File: src/rtl/cpu_run_ctrl.sv
// Run-state controller: global stall, staged pipeline reset, single-step/breakpoint halt
// and an advancing-cycle counter for the RV32I core.
module cpu_run_ctrl #(
  parameter int unsigned N_STALL    = 2,
  parameter int unsigned PIPE_DEPTH = 4,
  parameter int unsigned STEP_W     = 8,
  parameter int unsigned CYC_W      = 32
) (
  input  logic                  clk,
  input  logic                  rst_n,
  input  logic [N_STALL-1:0]    i_stall_req,
  input  logic                  i_cpu_start,
  input  logic                  i_quit_cmd,
  input  logic                  i_step_cmd,
  input  logic [STEP_W-1:0]     i_step_num,
  input  logic                  i_bp_hit,
  output logic                  o_stall,
  output logic                  o_stall_dly,
  output logic                  o_stall_1shot,
  output logic                  o_rst_pipe,
  output logic [PIPE_DEPTH-1:0] o_rst_pipe_stg,
  output logic [1:0]            o_run_state,
  output logic [CYC_W-1:0]      o_cyc_cnt
);

  typedef enum logic [1:0] {
    StIdle = 2'd0,
    StRun  = 2'd1,
    StStep = 2'd2,
    StHalt = 2'd3
  } state_e;

  state_e                r_state;
  logic                  r_stall_dly;
  logic                  r_rst_pipe;
  logic [PIPE_DEPTH-1:0] r_pipe_stg;
  logic [STEP_W-1:0]     r_step_cnt;
  logic [CYC_W-1:0]      r_cyc_cnt;

  logic w_stall;
  logic w_adv;
  logic w_step_ok;
  logic w_start_rst;
  logic w_end_rst;

  always_comb begin
    w_stall     = (r_state == StIdle) | (r_state == StHalt) | (|i_stall_req);
    w_adv       = ~w_stall;
    w_step_ok   = i_step_cmd & (i_step_num != '0);
    // Only a launch from IDLE resets the pipe; resuming from HALT keeps pipeline contents.
    w_start_rst = (r_state == StIdle) & ~i_quit_cmd & (i_cpu_start | w_step_ok);
    w_end_rst   = i_quit_cmd & (r_state != StIdle);
  end

  always_ff @(posedge clk or negedge rst_n) begin
    if (!rst_n) begin
      r_state     <= StIdle;
      r_stall_dly <= 1'b1;
      r_rst_pipe  <= 1'b0;
      r_pipe_stg  <= '0;
      r_step_cnt  <= '0;
      r_cyc_cnt   <= '0;
    end else begin
      r_stall_dly   <= w_stall;
      r_rst_pipe    <= w_start_rst | w_end_rst;
      r_pipe_stg[0] <= r_rst_pipe;
      for (int i = 1; i < PIPE_DEPTH; i++) begin
        r_pipe_stg[i] <= r_pipe_stg[i-1];
      end

      if (w_start_rst) begin
        r_cyc_cnt <= '0;
      end else if (w_adv && !(&r_cyc_cnt)) begin
        r_cyc_cnt <= r_cyc_cnt + CYC_W'(1);
      end

      unique case (r_state)
        StIdle: begin
          if (i_quit_cmd) begin
            r_state <= StIdle;
          end else if (i_cpu_start) begin
            r_state <= StRun;
          end else if (w_step_ok) begin
            r_state    <= StStep;
            r_step_cnt <= i_step_num;
          end
        end
        StRun: begin
          if (i_quit_cmd) begin
            r_state <= StIdle;
          end else if (i_bp_hit) begin
            r_state <= StHalt;
          end
        end
        StStep: begin
          if (i_quit_cmd) begin
            r_state <= StIdle;
          end else if (i_bp_hit) begin
            r_state <= StHalt;
          end else if (w_adv) begin
            // Stalled cycles do not consume step budget.
            r_step_cnt <= r_step_cnt - STEP_W'(1);
            if (r_step_cnt == STEP_W'(1)) begin
              r_state <= StHalt;
            end
          end
        end
        StHalt: begin
          if (i_quit_cmd) begin
            r_state <= StIdle;
          end else if (i_cpu_start) begin
            r_state <= StRun;
          end else if (w_step_ok) begin
            r_state    <= StStep;
            r_step_cnt <= i_step_num;
          end
        end
      endcase
    end
  end

  assign o_stall        = w_stall;
  assign o_stall_dly    = r_stall_dly;
  assign o_stall_1shot  = w_stall & ~r_stall_dly;
  assign o_rst_pipe     = r_rst_pipe;
  assign o_rst_pipe_stg = r_pipe_stg;
  assign o_run_state    = r_state;
  assign o_cyc_cnt      = r_cyc_cnt;

endmodule

File: config.mk
export PLATFORM = sky130hd
export DESIGN_NAME = cpu_run_ctrl
export DESIGN_NICKNAME = d
export VERILOG_FILES = /design/src/rtl/cpu_run_ctrl.sv
export SDC_FILE = /design/constraint.sdc
export NUM_CORES = 1
export LEC_CHECK = 0
export BUFFER_PORTS_ARGS = -buffer_cell sky130_fd_sc_hd__buf_2
export CAP_MARGIN = 20
export CORE_UTILIZATION = 50
export DETAILED_ROUTE_END_ITERATION = 8
export PLACE_DENSITY = 0.84
export SLEW_MARGIN = 20
export SYNTH_ARGS = -nofsm -noshare
export SYNTH_HDL_FRONTEND = slang
export SYNTH_SLANG_ARGS = --single-unit
File: constraint.sdc
create_clock -name clk -period 2.8 [get_ports clk]
set_input_delay 0.7 -clock clk [delete_from_list [all_inputs] [get_ports clk]]
set_output_delay 0.7 -clock clk [all_outputs]
set_load 0.005 [all_outputs]
==> results of run 1 <==
==> placed cells by master, fill, tap and decap left out, types with 2 or more instances in the layout <==
master / n
a21oi_1: 29
a41oi_1: 3
and2_1: 4
and3_1: 6
and4_1: 6
buf_2: 57
buf_4: 12
clkbuf_8: 7
dfrtp_1: 47
ha_1: 6
inv_1: 10
mux2i_1: 3
nand2_1: 22
nand3_1: 11
nand4_1: 21
nor2_1: 20
nor3_1: 7
nor4_1: 4
nor4_2: 2
o211ai_1: 7
o21a_1: 4
o21ai_0: 13
o21ai_1: 11
o221a_1: 3
o22a_1: 7
o31a_1: 2
o31ai_1: 7
or3_1: 15
or4_1: 12
==> through the flow <==
step                cell area, sq um  setup slack [ps]  hold slack, ps  utilization, %
global route                    3319             170.7           392.6           60.65
CTS                             3319             261.3           380.6           60.65
floorplan                       2833             572.4           375.7               -
finish                          3319             261.9           375.9           60.65
detailed placement              3219             292.4           362.3           58.82
global placement                3219             347.0           356.6           58.82
==> critical path, stage by stage (launching register included) <==
cell     delay [ps]
dfrtp_1         400
inv_1           100
ha_1            300
nor3b_2         230
buf_4           300
nor2_1           60
buf_2           120
==> state kept, by name, summed over array words and instances, names as in the netlist <==
name / count
o_cyc_cnt: 32
o_rst_pipe: 1
o_rst_pipe_stg: 4
o_run_state: 2
o_stall_dly: 1
r_step_cnt: 8
==> per-layer routing <==
metal / share of wire (%) / routed length, um / up-vias
li1: - / - / 1326
met1: 42 / 2984 / 1423
met2: 49 / 3492 / 107
met3: 6.4 / 458 / 17
met4: 2.6 / 182 / 0
met5: 0 / 0 / -
==> power groups by stage <==
stage	sequential (W)	combinational, W	clock (W)
2_1_floorplan	0.000897	0.000452	0
3_3_place_gp	0.000910	0.000648	0
3_5_place_dp	0.000912	0.000667	0
4_1_cts	0.000897	0.000673	0.000468
5_1_grt	0.000916	0.000750	0.000498
6_report	0.000897	0.000674	0.000464
==> synthesized netlist by cell type, types with 6 or more instances <==
| library cell | number | area [sq um] |
|---|---|---|
| o21ai_1 | 11 | 55.05 |
| and4_1 | 6 | 52.55 |
| o21ai_0 | 13 | 65.06 |
| clkbuf_1 | 9 | 33.78 |
| ha_1 | 6 | 75.07 |
| o31ai_1 | 7 | 52.55 |
| inv_1 | 10 | 37.54 |
| or3_1 | 15 | 93.84 |
| and3_1 | 6 | 37.54 |
| nand4_1 | 21 | 131.4 |
| o211ai_1 | 7 | 52.55 |
| or4_1 | 12 | 90.09 |
| dfrtp_1 | 47 | 1176 |
| a21oi_1 | 29 | 145.1 |
| nand2_1 | 22 | 82.58 |
| nor3_1 | 7 | 35.03 |
| nand3_1 | 11 | 55.05 |
| o22a_1 | 7 | 61.31 |
| nor2_1 | 20 | 75.07 |
==> logic make-up (layout without fill, tap and decap cells) <==
family                     Yosys count  in the layout  share of synthesized area (%)
AOI/OAI and AO/OA                   91             91                          20.58
xor gates and xnor gates             1              1                         0.3092
adders and majority gates            6              6                          2.650
buffers and inverters               30             90                          5.079
DFF                                 48             48                          42.45
muxes                                3              3                          1.060
and+or+nand+nor                    137            137                          27.87
==> layout make-up <==
class	count	area [sq um]	share of cell area, %
Clock buffer	8	100.1	3.015
Multi-Input combinational cell	238	1486	44.78
Sequential cell	48	1202	36.22
Tap cell	72	90.09	2.714
Inverter	12	45.04	1.357
Timing Repair Buffer	70	395.4	11.91
==> worst max-delay path by stage <==
stage,from,to,slack (ps),depth (start not counted)
finish,o_run_state[1],o_stall_1shot,260,6
floorplan,o_run_state[0],o_stall,570,6
global placement,i_step_num[2],o_cyc_cnt[9],350,6
global route,o_run_state[1],o_stall_1shot,170,6
detailed placement,i_step_num[2],o_cyc_cnt[3],290,6
CTS,o_run_state[1],o_stall_1shot,260,6
==> metrics.txt, run 1 <==
met2 usage=39.20%; initial DRC count=226; clock buffer depth=2; clk_lat worst skew=310 ps; Slew Limit Fails=0; sequential share of the synthesized area=42.45%; Psw=0.0007202 W; Final ANT Viol Nets=0; H-tree levels=2; vias in the first global route=2,555; Post-CTS Hold Buffers=0; Tightest Pin Transition=894.3 ps; Hold EP=o_rst_pipe_stg[2]; Internal Power=0.001315 W; Ys Warns=0; P per Cell Area=613.3 nW/um^2; FF+latch count, synth=48; worst clock skew=5.266 ps; Reg2Reg Depth=7; CP startpoint kind=flop; Starting Density=51.76%; NumNets Final=397; RD Place Congestion=0.8822; Worst-path clk slew=90 ps; Hold Fails Final Rpt=0; RSZ-0062 raised after global routing=false; all-layer global routing usage=24.68%; die area=5971 sq um; syn_nets=338; HP Class=flop to flop; Die W=77.27 um; ys flop type=dfrtp_1; layout cell share with drive strength beyond 1=22.07%; non-filler cells, final=448; CP required=2100 ps; # rows=27; M1 GR Usage=32.67%; Final Setup Violations=0; CORE AREA=5473 sq um; WHS Path Cells=0; largest net degree at the start of global routing=41; Post-Route WL=7.118 mm; Clk pwr share=22.8%; Worst Path Arrival=1840 ps; CTS tree=done; FF-to-FF setup slack=430 ps; Final period util=90.65%; Min-Delay Startpoint=o_rst_pipe_stg[1]; RR Endpoint=o_cyc_cnt[2]; Overall Power=0.002036 W; slew margin rel.=40.38%; Post-DP HPWL=5.056 mm; global-route wire length before repair=11.87 mm; Leakage=1.495 nW; mean post-synth cell area=8.964 sq um; DRC violations left=0; io pins=58; Area growth, synth to finish=17.18%; CTS root buf=clkbuf_8; routed len/inst=15.89 um; Die Y=77.27 um; Net Sw Frac=35.38%; GR Overflow Total=0; setup repair bufs after CTS=0; clk sink count=48; CP endpoint kind=primary output; CP Class=flop to primary output; met3 usage=5.238%; outcome=finished, final reports clean; FILL cells=500; total number of vias=2,873; drt first pass iters=5; asr flop ratio synth=100.0%; crit-path max FO=23; initial antenna violation count=0; share of power burned in registers=44.1%; RR Startpoint=o_cyc_cnt[0]; Peak VDD IR=418.9 uV; Fin Setup TNS=0 ps; CTS Buf Count=5; Post-synth EDFFs=0; antenna cells=0; DP Cell Count=440; gr busiest metal=met2; post-cts resize count=0; Cells after Synth=316; unique cell type count in the Yosys netlist=46; Via density=6.413; max-capacitance violation count=0; minimum clock period=2538 ps; Achievable Freq=394.0 MHz; synthesized area=2833 sq um; combinational power share=33.1%; PortBufs=57
(Power assumes the default switching activity.)
==> inputs of run 2 (changes only) <==
--- a/config.mk
+++ b/config.mk
@@ -9,7 +9,7 @@
 export CAP_MARGIN = 20
 export CORE_UTILIZATION = 50
 export DETAILED_ROUTE_END_ITERATION = 8
-export PLACE_DENSITY = 0.84
+export PLACE_DENSITY = 0.86
 export SLEW_MARGIN = 20
 export SYNTH_ARGS = -nofsm -noshare
 export SYNTH_HDL_FRONTEND = slang
==> metrics.txt, run 2 (synthesis gave the netlist of run 1 again) <==
most common cell after layout, fill and taps aside=buf_2; Slew Limit Fails=0 (unchanged); Clk pwr share=24.4% (+1.6 points); RD Place Congestion=0.8853 (+0.35%); P per Cell Area=628.3 nW/um^2 (+2.5%); Die W=77.27 um (unchanged); CP endpoint kind=primary output; max-capacitance violation count=0 (unchanged); CP Class=flop to primary output; initial antenna violation count=0 (unchanged); CTS Buf Count=5 (unchanged); PortBufs=57 (unchanged); CTS tree=done; drt first pass iters=4 (-1); initial DRC count=135 (-40%); layout cell share with drive strength beyond 1=21.93% (-0.15 points); Post-Route WL=6.989 mm (-1.8%); Internal Power=0.001349 W (+2.6%); met1 wire length=3.102 mm (+4.0%); metal2 WL=3.366 mm (-3.6%); Fin Setup TNS=0 ps (unchanged); met3 WL=380 um (-17%); global-route wire length before repair=12.23 mm (+3.0%); Tightest Pin Transition=860.9 ps (-33.46 ps); Final ANT Viol Nets=0 (unchanged); dpl ws=326.5 ps (+34.15 ps); Post-DP HPWL=4.896 mm (-3.2%); RSZ-0062 raised after global routing=false; CP required=2100 ps (about the same); commonest non-fill, non-tap cells in the layout=buf_2 (57), dfrtp_1 (47), a21oi_1 (29); Peak VDD IR=448.2 uV (+7.0%); top layer in use=met4; area post-placement=3204 sq um (-0.47%); Worst Path Arrival=1810 ps (-30 ps); Psw=0.0007341 W (+1.9%); GR Overflow Total=0 (unchanged); # rows=27 (unchanged); share of power burned in registers=43.3% (-0.8 points); clock buffer depth=2 (unchanged); DRC violations left=0 (unchanged); combinational power share=32.4% (-0.7 points); CP startpoint kind=flop; NumNets Final=395 (-0.50%); Via density=6.287 (-2.0%); Final Setup Violations=0 (unchanged); slew margin rel.=42.61% (+2.2 points); Starting Density=51.76% (unchanged); Final Cell Area=3316 sq um (-0.11%); total number of vias=2,804 (-2.4%); setup repair bufs after CTS=0 (unchanged); Final period util=89.65% (-1.0 points); routed len/inst=15.67 um (-1.4%); Worst-path clk slew=90 ps (about the same); Net Sw Frac=35.24% (-0.14 points); clk_lat worst skew=310 ps (about the same); vias in the first global route=2,668 (+4.4%); worst clock skew=9.363 ps (+4.097 ps); Final Core Density=60.59% (-0.069 points); CTS root buf=clkbuf_8; Area growth, synth to finish=17.05%; worst setup margin=289.9 ps (+27.96 ps); Post-CTS Hold Buffers=0 (unchanged); die area=5971 sq um (unchanged); Die Y=77.27 um (unchanged); H-tree levels=2 (unchanged); clk sink count=48 (unchanged); all-layer global routing usage=25.45% (+0.77 points); outcome=finished, final reports clean; post-cts resize count=0 (unchanged); CORE AREA=5473 sq um (unchanged); crit-path max FO=23 (unchanged); io pins=58 (unchanged); Leakage=1.490 nW (-0.39%); Hold Fails Final Rpt=0 (unchanged); antenna cells=0 (unchanged); Achievable Freq=398.4 MHz (+1.1%); max reg flops=32 (unchanged); HP Class=flop to flop; largest net degree at the start of global routing=50 (+22%); minimum clock period=2510 ps (-27.96 ps)
[run 2: worst paths after layout]
path	start	to	slack, ps	depth (start not counted)
hold reg to reg	o_rst_pipe	o_rst_pipe_stg[0]	370	0
setup reg to reg	o_run_state[0]	o_cyc_cnt[22]	460	8
setup / recovery	o_run_state[0]	o_stall_1shot	290	6
max in group asynchronous	rst_n	o_rst_pipe	1680	2
min in group asynchronous	rst_n	o_cyc_cnt[17]	500	1
hold / removal	o_rst_pipe	o_rst_pipe_stg[0]	370	0
[run 2: final cells by class]
type	instances	area, sq um
sequential	48	1202
clock inverter	3	42.54
fill	483	2157
clock buffer	5	68.82
inverter	12	45.04
multi-input combinational	238	1486
tap	72	90.09
timing repair buffer	68	380.4
[run 2: per-layer routing]
layer / up-vias / track usage (%)
met1: 1366 / 32.19
met4: 0 / 9.434
li1: 1324 / -
met3: 16 / 4.524
met5: - / 0
met2: 98 / 43.19
[run 2: worst max-delay path, cell delays in order (launching register included)]
cell	delay [ps]
dfrtp_1	400
inv_1	80
ha_1	290
nor3b_2	220
buf_4	320
nor2_1	60
buf_2	130
[run 2: power groups by stage]
stage / clock network [W] / logic, W / registers, W
6_report: 0.000508 / 0.000674 / 0.000901
5_1_grt: 0.000544 / 0.000748 / 0.000920
4_1_cts: 0.000517 / 0.000667 / 0.000898
3_5_place_dp: 0 / 0.000663 / 0.000911
3_3_place_gp: 0 / 0.000643 / 0.000906
2_1_floorplan: 0 / 0.000452 / 0.000897
[run 2: per-stage QoR]
stage	total power, W	instances	hold slack, ps
6_report	0.002083	446	373.7
5_1_grt	0.002212	446	397.3
4_1_cts	0.002081	446	374.2
3_5_place_dp	0.001574	438	353.7
3_3_place_gp	0.001548	438	352.3
2_1_floorplan	0.001349	316	375.7
